[src/rtl/riscv_if_stage_if.sv]
// riscv_if_stage_if: instruction-memory req/ack bus between the fetch stage and imem
interface riscv_if_stage_if;
  logic        imem_req;
  logic [31:0] imem_addr;
  logic        imem_ack;
  logic [31:0] imem_rdata;
  modport master(output imem_req, imem_addr, input imem_ack, imem_rdata);
  modport slave(input imem_req, imem_addr, output imem_ack, imem_rdata);
endinterface

[src/rtl/riscv_if_stage.sv]
// riscv_if_stage: instruction fetch, owns the PC, one registered slot to decode, branch redirect/kill
module riscv_if_stage #(
  parameter logic [31:0] RESET_PC = 32'h0000_0000,
  parameter logic [31:0] NOP_INST = 32'h0000_0013
) (
  input  logic                    clk,
  input  logic                    rst,
  input  logic                    stall_i,
  input  logic                    br_i,
  input  logic [31:0]             br_pc_i,
  riscv_if_stage_if.master        imem,
  output logic                    inst_valid_o,
  output logic [31:0]             inst_o,
  output logic [31:0]             pc_o,
  output logic                    misalign_o
);
  typedef enum logic [1:0] {IDLE, REQ, FULL, KILL} state_t;
  state_t r_state, w_next;
  logic [31:0] r_pc, r_fetch_addr, r_inst, r_pc_o, w_br_pc, w_seq;
  logic r_valid, r_misalign, w_req, w_ack, w_fill, w_keep;
  assign w_br_pc = {br_pc_i[31:2], 2'b00};
  assign w_seq = r_fetch_addr + 32'd4;
  assign w_fill = w_ack && r_state == REQ && !br_i;
  assign w_keep = r_valid && stall_i && !br_i;
  always_ff @(posedge clk or posedge rst)
    if (rst) r_state <= IDLE;
    else r_state <= w_next;
  always_comb begin
    w_next = r_state;
    if (br_i) w_next = (w_req && !w_ack) ? KILL : REQ;
    else w_next = (r_state == IDLE) ? REQ :
                  (r_state == REQ)  ? (w_req ? REQ : FULL) :
                  (r_state == FULL) ? (stall_i ? FULL : REQ) :
                  (w_ack ? REQ : KILL);
  end
  // A new fetch is only raised while the slot is empty or draining, so an ack always has room
  always_comb begin
    w_req = (r_state == REQ && (!r_valid || !stall_i)) || r_state == KILL;
    w_ack = w_req && imem.imem_ack;
    imem.imem_req = w_req;
    imem.imem_addr = {r_fetch_addr[31:2], 2'b00};
  end
  always_ff @(posedge clk or posedge rst)
    if (rst) begin
      r_pc         <= RESET_PC;
      r_fetch_addr <= RESET_PC;
      r_valid      <= 1'b0;
      r_inst       <= NOP_INST;
      r_pc_o       <= RESET_PC;
      r_misalign   <= 1'b0;
    end else begin
      r_misalign   <= br_i && (br_pc_i[1:0] != 2'b00);
      r_pc         <= br_i ? w_br_pc : (w_ack && r_state == REQ) ? w_seq : r_pc;
      r_fetch_addr <= br_i ? ((w_req && !w_ack) ? r_fetch_addr : w_br_pc) :
                      (r_state == IDLE) ? r_pc :
                      !w_ack ? r_fetch_addr :
                      (r_state == REQ) ? w_seq : r_pc;
      r_valid      <= w_fill || w_keep;
      r_inst       <= w_fill ? imem.imem_rdata : w_keep ? r_inst : NOP_INST;
      r_pc_o       <= w_fill ? r_fetch_addr : r_pc_o;
    end
  assign inst_valid_o = r_valid;
  assign inst_o = r_inst;
  assign pc_o = r_pc_o;
  assign misalign_o = r_misalign;
endmodule
[src/flat_wrapper.sv]
// flat-port wrapper written by rule: the top's interface ports become plain ports
module riscv_if_stage_flat 
#(
  parameter logic [31:0] RESET_PC = 32'h0000_0000,
  parameter logic [31:0] NOP_INST = 32'h0000_0013
)
  (clk, rst, stall_i, br_i, br_pc_i, inst_valid_o, inst_o, pc_o, misalign_o, imem_imem_req, imem_imem_addr, imem_imem_ack, imem_imem_rdata);
  riscv_if_stage_if imem_i ();
  input  logic clk;
  input  logic rst;
  input  logic stall_i;
  input  logic br_i;
  input  logic [31:0] br_pc_i;
  output logic inst_valid_o;
  output logic [31:0] inst_o;
  output logic [31:0] pc_o;
  output logic misalign_o;
  output wire logic [$bits(imem_i.imem_req)-1:0] imem_imem_req;
  output wire logic [$bits(imem_i.imem_addr)-1:0] imem_imem_addr;
  input wire logic [$bits(imem_i.imem_ack)-1:0] imem_imem_ack;
  input wire logic [$bits(imem_i.imem_rdata)-1:0] imem_imem_rdata;
  assign imem_imem_req = imem_i.imem_req;
  assign imem_imem_addr = imem_i.imem_addr;
  assign imem_i.imem_ack = imem_imem_ack;
  assign imem_i.imem_rdata = imem_imem_rdata;
  riscv_if_stage #(.RESET_PC(RESET_PC), .NOP_INST(NOP_INST)) u_core (.clk(clk), .rst(rst), .stall_i(stall_i), .br_i(br_i), .br_pc_i(br_pc_i), .imem(imem_i), .inst_valid_o(inst_valid_o), .inst_o(inst_o), .pc_o(pc_o), .misalign_o(misalign_o));
endmodule
[config.mk]
export PLATFORM = sky130hd
export DESIGN_NAME = riscv_if_stage_flat
export DESIGN_NICKNAME = d
export VERILOG_FILES = /design/src/rtl/riscv_if_stage_if.sv /design/src/rtl/riscv_if_stage.sv /design/src/flat_wrapper.sv
export SDC_FILE = /design/constraint.sdc
export NUM_CORES = 1
export LEC_CHECK = 0
export CAP_MARGIN = 10
export CORE_MARGIN = 2
export CORE_UTILIZATION = 38
export CTS_BUF_LIST = sky130_fd_sc_hd__clkbuf_4 sky130_fd_sc_hd__clkbuf_8 sky130_fd_sc_hd__clkbuf_16
export DETAILED_ROUTE_END_ITERATION = 10
export GPL_TIMING_DRIVEN = 1
export PLACE_DENSITY = 0.68
export SLEW_MARGIN = 0
export SYNTH_ARGS = -nofsm -noshare
export SYNTH_HDL_FRONTEND = slang
export SYNTH_SLANG_ARGS = --single-unit
[constraint.sdc]
create_clock -name clk -period 14 [get_ports clk]
set_clock_uncertainty 0.15 [all_clocks]
set_input_delay 2.8 -clock clk [delete_from_list [all_inputs] [get_ports clk]]
set_output_delay 2.8 -clock clk [all_outputs]
set_load 0.05 [all_outputs]
; ---- After elaboration in Yosys (flattened, before gate mapping)
; Index checks and enable logic that the tools add are counted.
[classes]
add_sub_neg = 1
eq_ne = 5
mux = 17
reduce_logical = 20
[ops]
columns = operator, count
row1 = 2-to-1 mux 32 bit, 9
row2 = "adder 32 x 3 -> 32 bit, second input constant", 1
row3 = 2-to-1 mux 2 bit, 8
row4 = logical AND 1 bit, 8
row5 = "equality test 2 bit, second input constant", 2
row6 = zero test 1 bit, 4
row7 = nonzero test 2 bit, 2
row8 = logical OR 1 bit, 3
row9 = nonzero test 3 bit, 1
row10 = "equality test 2 x 1 -> 1 bit, second input constant", 1
row11 = zero test 2 bit, 1
row12 = "!= test 2 x 1 -> 1 bit, second input constant", 1
row13 = "!= test 2 bit, second input constant", 1
row14 = AND reduction 2 bit, 1
[totals]
regBits = 132
word_cells = 50

; ---- Longest topological paths before layout
[depth]
depth_word = 10
ltp_mapped = 9
ltp_nobuf = 6

; ---- Least setup slack after synthesis
; Ideal clock, no wire load.
[synth_timing]
path_type = input to output
start = input port stall_i
end = output port imem_imem_req
arrival_ns = 3.655
setup_slack_ns = 7.395
stages = 2
n_path_buf = 0
path_cell_list = and3b_1 > nor2b_1
[synth_between]
elab_chain_len = 4
[synth_lines]
columns = element, line_no
row1 = start: declaration, flat_wrapper.sv:11  ; input logic stall_i;
row2 = zero test 1 bit, riscv_if_stage.sv:38  ; w_req = (r_state == REQ && (!r_valid || !stall_i)) || r_state == KILL;
row3 = logical OR 1 bit, riscv_if_stage.sv:38
row4 = logical AND 1 bit, riscv_if_stage.sv:38
row5 = logical OR 1 bit, riscv_if_stage.sv:38
row6 = end: declaration, flat_wrapper.sv:18  ; output wire logic [$bits(imem_i.imem_req)-1:0] imem_imem_req;
; No other way between the ends.

; ---- Final worst setup path
; Same ends and word-level chain as after synthesis.

==> impl_metrics.prom <==
# TYPE chip_impl_metric gauge
chip_impl_metric{name="layout.filler_cells",unit=""} 1603
chip_impl_metric{name="fp.dieW",unit="um"} 136
chip_impl_metric{name="share_comb_of_total_power",unit="%"} 32.6
chip_impl_metric{name="flow.area_growth_from_synthesis",unit="%"} 32.8
chip_impl_metric{name="grt_max_degree",unit=""} 72
chip_impl_metric{name="synthAdderAreaFrac",unit="%"} 0.190
chip_impl_metric{name="stdcell_count",unit=""} 1070
chip_impl_metric{name="grt_antenna_before_repair",unit=""} 0
chip_impl_metric{name="highest_attainable_clock_frequency",unit="MHz"} 136
chip_impl_info{name="dominantRegCellSynth",value="dfrtp_1"} 1
chip_impl_info{name="cts_root_buffer_type",value="clkbuf_16"} 1
chip_impl_info{name="worst_hold_path_type",value="reg2reg"} 1
chip_impl_info{name="netlist.top_cell.by_area",value="dfrtp_1"} 1
chip_impl_metric{name="holdBufCountCts",unit=""} 0
chip_impl_metric{name="worst_skew_pair.late_latency",unit="ns"} 0.42
chip_impl_metric{name="share_of_total_power_in_the_clock_network",unit="%"} 31.7
chip_impl_metric{name="synth_compound_area_share",unit="%"} 21.2
chip_impl_metric{name="global_route.overflow_total",unit=""} 0
chip_impl_metric{name="hold_slack",unit="ns"} 0.322
chip_impl_info{name="criticalPathCategory",value="in2out"} 1
chip_impl_metric{name="grtUsageTotal",unit="%"} 21.4
chip_impl_metric{name="static-leakage-power",unit="nW"} 3.77
chip_impl_metric{name="port-buffer-count",unit=""} 165
chip_impl_metric{name="path_clk_slew",unit="ns"} 0.05
chip_impl_metric{name="drc",unit=""} 0
chip_impl_metric{name="switching_share",unit="%"} 37.4
chip_impl_info{name="tritoncts_clock_tree",value="done"} 1
chip_impl_metric{name="power.ir.vdd_worst",unit="V"} 0.0000969
chip_impl_metric{name="post_synth_mux_area_share",unit="%"} 0.303
chip_impl_metric{name="post_route_cells_drive_above_1_share",unit="%"} 6.63
chip_impl_metric{name="floorplan.rows",unit=""} 48
chip_impl_metric{name="dp_hpwl",unit="mm"} 12.3
chip_impl_metric{name="maxSlewViolCount",unit=""} 0
chip_impl_metric{name="grt_pass1_vias",unit=""} 5629
chip_impl_metric{name="post_synthesis_instance_area",unit="mm^2"} 0.00660
chip_impl_info{name="synth_top_family_by_area",value="compound AO/OA/AOI/OAI gates"} 1
chip_impl_metric{name="timing_worst_slew_pin_value",unit="ns"} 1.11
chip_impl_metric{name="grt_pass1_wl",unit="mm"} 30.6
chip_impl_info{name="run_status",value="completed"} 1
chip_impl_metric{name="syn_inst",unit=""} 719
chip_impl_metric{name="synth-warning-count",unit=""} 0
chip_impl_metric{name="clk_path_buf_depth",unit=""} 2
chip_impl_info{name="most_area_consuming_cells_after_synthesis",value="dfrtp_1 (49%), nand2_1 (7.6%), o21ai_0 (6.5%)"} 1
chip_impl_metric{name="htree_levels",unit=""} 4
chip_impl_metric{name="layout.nets",unit=""} 902
chip_impl_metric{name="synth-seq-area-share",unit="%"} 50.1
chip_impl_metric{name="design.die.area",unit="mm^2"} 0.0184
chip_impl_metric{name="yosysUniqueCellTypes",unit=""} 58
chip_impl_metric{name="fp.coreArea",unit="mm^2"} 0.0171
chip_impl_metric{name="fin_crit",unit="ns"} 7.35
chip_impl_metric{name="crit_fanout",unit=""} 5
chip_impl_metric{name="drt-total-wl",unit="mm"} 19.0
chip_impl_metric{name="p_seq_share",unit="%"} 35.7
chip_impl_metric{name="start_util",unit="%"} 38.6
chip_impl_metric{name="chipHeight",unit="um"} 136
chip_impl_metric{name="synth_simple_gate_area_share",unit="%"} 17.6
chip_impl_metric{name="setup_viol",unit=""} 0
chip_impl_metric{name="worstPathArrival",unit="ns"} 4.40
chip_impl_metric{name="post_cts_resize_count",unit=""} 0
chip_impl_info{name="grt_setup_unrepaired",value="no"} 1
chip_impl_metric{name="avgViaCountPerCell",unit=""} 5.33
chip_impl_metric{name="final_weighted_congestion_in_routability_driven_placement",unit=""} 0.790
chip_impl_metric{name="drv_cap",unit=""} 0
chip_impl_metric{name="drtIter0Drc",unit=""} 475
chip_impl_metric{name="finalCritPeriodShare",unit="%"} 52.5
chip_impl_metric{name="worst_setup_slack_after_placement",unit="ns"} 6.66
chip_impl_metric{name="final_antenna_net_count",unit=""} 0
chip_impl_metric{name="postSynth.asyncResetShare",unit="%"} 100
chip_impl_metric{name="num_antenna_cells",unit=""} 0
chip_impl_metric{name="pin_count",unit=""} 168
chip_impl_metric{name="max-slew-margin-rel",unit="%"} 25.7
chip_impl_metric{name="postCtsSetupBuffers",unit=""} 0
chip_impl_metric{name="internal-power",unit="mW"} 0.889
chip_impl_metric{name="synth_xor_area_share",unit="%"} 2.92
chip_impl_metric{name="crit_required",unit="ns"} 11.05
chip_impl_metric{name="fin_setup_tns",unit="ns"} 0
chip_impl_info{name="cp-start-kind",value="input port"} 1
chip_impl_metric{name="placed_cells_incl_taps",unit=""} 1038
chip_impl_metric{name="dr_total_vias",unit=""} 5705
chip_impl_metric{name="yosysTopAreaCellShare",unit="%"} 48.9
chip_impl_metric{name="power_density",unit="mW/mm^2"} 162
chip_impl_metric{name="drtPass1Iterations",unit=""} 6
chip_impl_metric{name="wl_per_cell",unit="um"} 17.8
chip_impl_metric{name="synth_enable_flop_cells",unit=""} 0
chip_impl_metric{name="synth_area_per_cell",unit="um^2"} 9.18
chip_impl_info{name="kind_of_end_point_of_the_critical_path",value="output pin"} 1
chip_impl_metric{name="cts_buffers",unit=""} 17
chip_impl_metric{name="switchingPower",unit="mW"} 0.531
chip_impl_metric{name="cts.sink_count",unit=""} 132
chip_impl_metric{name="hold_viol_final",unit=""} 0
chip_impl_metric{name="final_setup_slack_of_the_worst_path",unit="ns"} 6.65
chip_impl_metric{name="yosys_register_bits",unit=""} 132
metrics by stage:
step	util [%]	power [mW]	instance area, um^2
after floorplan	-	0.832	6610
after CTS	51.2	1.43	8770
final	51.2	1.42	8770
after detailed placement	47.8	0.977	8170
after global routing	51.2	1.49	8770
after global placement	47.8	0.971	8170
critical path, stage by stage:
cell	delay, ns
clkdlybuf4s50_1	0.48
and3b_1	0.21
nor2b_1	0.11
clkdlybuf4s50_1	0.80
power by group through the flow:
stage	clock, mW	sequential (mW)	combinational (mW)
4_1_cts	0.459	0.507	0.466
5_1_grt	0.476	0.519	0.493
3_3_place_gp	0	0.511	0.460
2_1_floorplan	0	0.599	0.232
3_5_place_dp	0	0.513	0.464
6_report	0.451	0.507	0.463
worst paths after layout:
| kind | from | to | slack (ns) | cells past startpoint |
|---|---|---|---|---|
| max | stall_i | imem_imem_req | 6.65 | 4 |
| min | u_core.pc_o[3]$_DFFE_PP0P_ | u_core.pc_o[3]$_DFFE_PP0P_ | 0.32 | 2 |
| max reg2reg | u_core.r_state[0]$_DFF_PP0_ | u_core.r_fetch_addr[30]$_DFFE_PP0P_ | 10.71 | 7 |
| min reg2reg | u_core.pc_o[3]$_DFFE_PP0P_ | u_core.pc_o[3]$_DFFE_PP0P_ | 0.32 | 2 |
| max in group asynchronous | rst | u_core.r_pc[21]$_DFFE_PP0P_ | 9.69 | 3 |
| min in group asynchronous | rst | u_core.inst_o[5]$_DFFE_PP0P_ | 2.67 | 2 |
layout make-up:
| class | instances | area (um^2) | area share [%] |
|---|---|---|---|
| tap | 225 | 282 | 3.21 |
| clock inverter | 5 | 75.1 | 0.856 |
| multi-input combinational | 493 | 2810 | 32.0 |
| timing repair buffer | 176 | 1730 | 19.7 |
| clock buffer | 27 | 519 | 5.92 |
| sequential | 132 | 3310 | 37.7 |
| inverter | 12 | 50.0 | 0.571 |
registers in the layout, indices dropped and copies added (netlist names):
name and count:
u_core.inst_o 32, u_core.pc_o 32, u_core.r_fetch_addr 32, u_core.r_pc 32
u_core.r_state 2, u_core.inst_valid_o 1, u_core.misalign_o 1
cells in the mapped netlist, drive strengths merged, types with 2 or more instances:
| cell | n |
|---|---|
| a21oi | 26 |
| a21boi | 2 |
| nor3b | 2 |
| dfstp | 3 |
| nand3 | 21 |
| a21o | 4 |
| a222oi | 4 |
| nor2b | 4 |
| nor4 | 4 |
| a22o | 35 |
| o31ai | 3 |
| o21ai | 87 |
| o211ai | 4 |
| xnor2 | 14 |
| a221o | 2 |
| xor2 | 8 |
| o22a | 3 |
| mux2i | 2 |
| clkbuf | 31 |
| o2bb2ai | 5 |
| and2 | 6 |
| nor3 | 9 |
| nand4 | 8 |
| o31a | 3 |
| and3 | 9 |
| buf | 52 |
| nor2 | 44 |
| o22ai | 3 |
| and4 | 5 |
| inv | 12 |
| nand2 | 133 |
| dfrtp | 129 |
| a31oi | 12 |
| a22oi | 14 |
metal layers:
metal / GRT usage, % / vias to the layer above / routed length (um) / part of all wire (%)
li1: - / 2732 / - / -
met1: 28.8 / 2779 / 8450 / 44
met2: 34.2 / 164 / 9180 / 48
met3: 4.64 / 30 / 1030 / 5.4
met4: 7.18 / 0 / 374 / 2.0
met5: 0 / - / 0 / 0
placed cells by master, fill, tap and decap left out, types with 5 or more instances in the layout:
master,instances
and3_1,9
a21oi_1,26
dfrtp_1,129
nor3_1,9
xor2_1,8
nand3_1,21
a22oi_1,14
and2_1,6
and4_1,5
clkbuf_4,7
nand2_1,132
nor2_1,42
clkdlybuf4s50_1,164
inv_1,11
a22o_1,35
clkbuf_16,17
o2bb2ai_1,5
nand4_1,6
o21ai_0,86
a31oi_1,12
buf_4,11
xnor2_1,14
kinds of logic (layout without fill, tap and decap cells):
kind of cell             after synthesis  in the layout
multiplexers                           2              2
adder cells (fa/ha/maj)                1              1
XOR/XNOR                              22             22
other                                  1              2
AO/OA/AOI/OAI                        216            216
AND/OR/NAND/NOR                      250            250
buffers and inverters                 95            220
flip-flops                           132            132
Power figures use the tool's default switching activity.
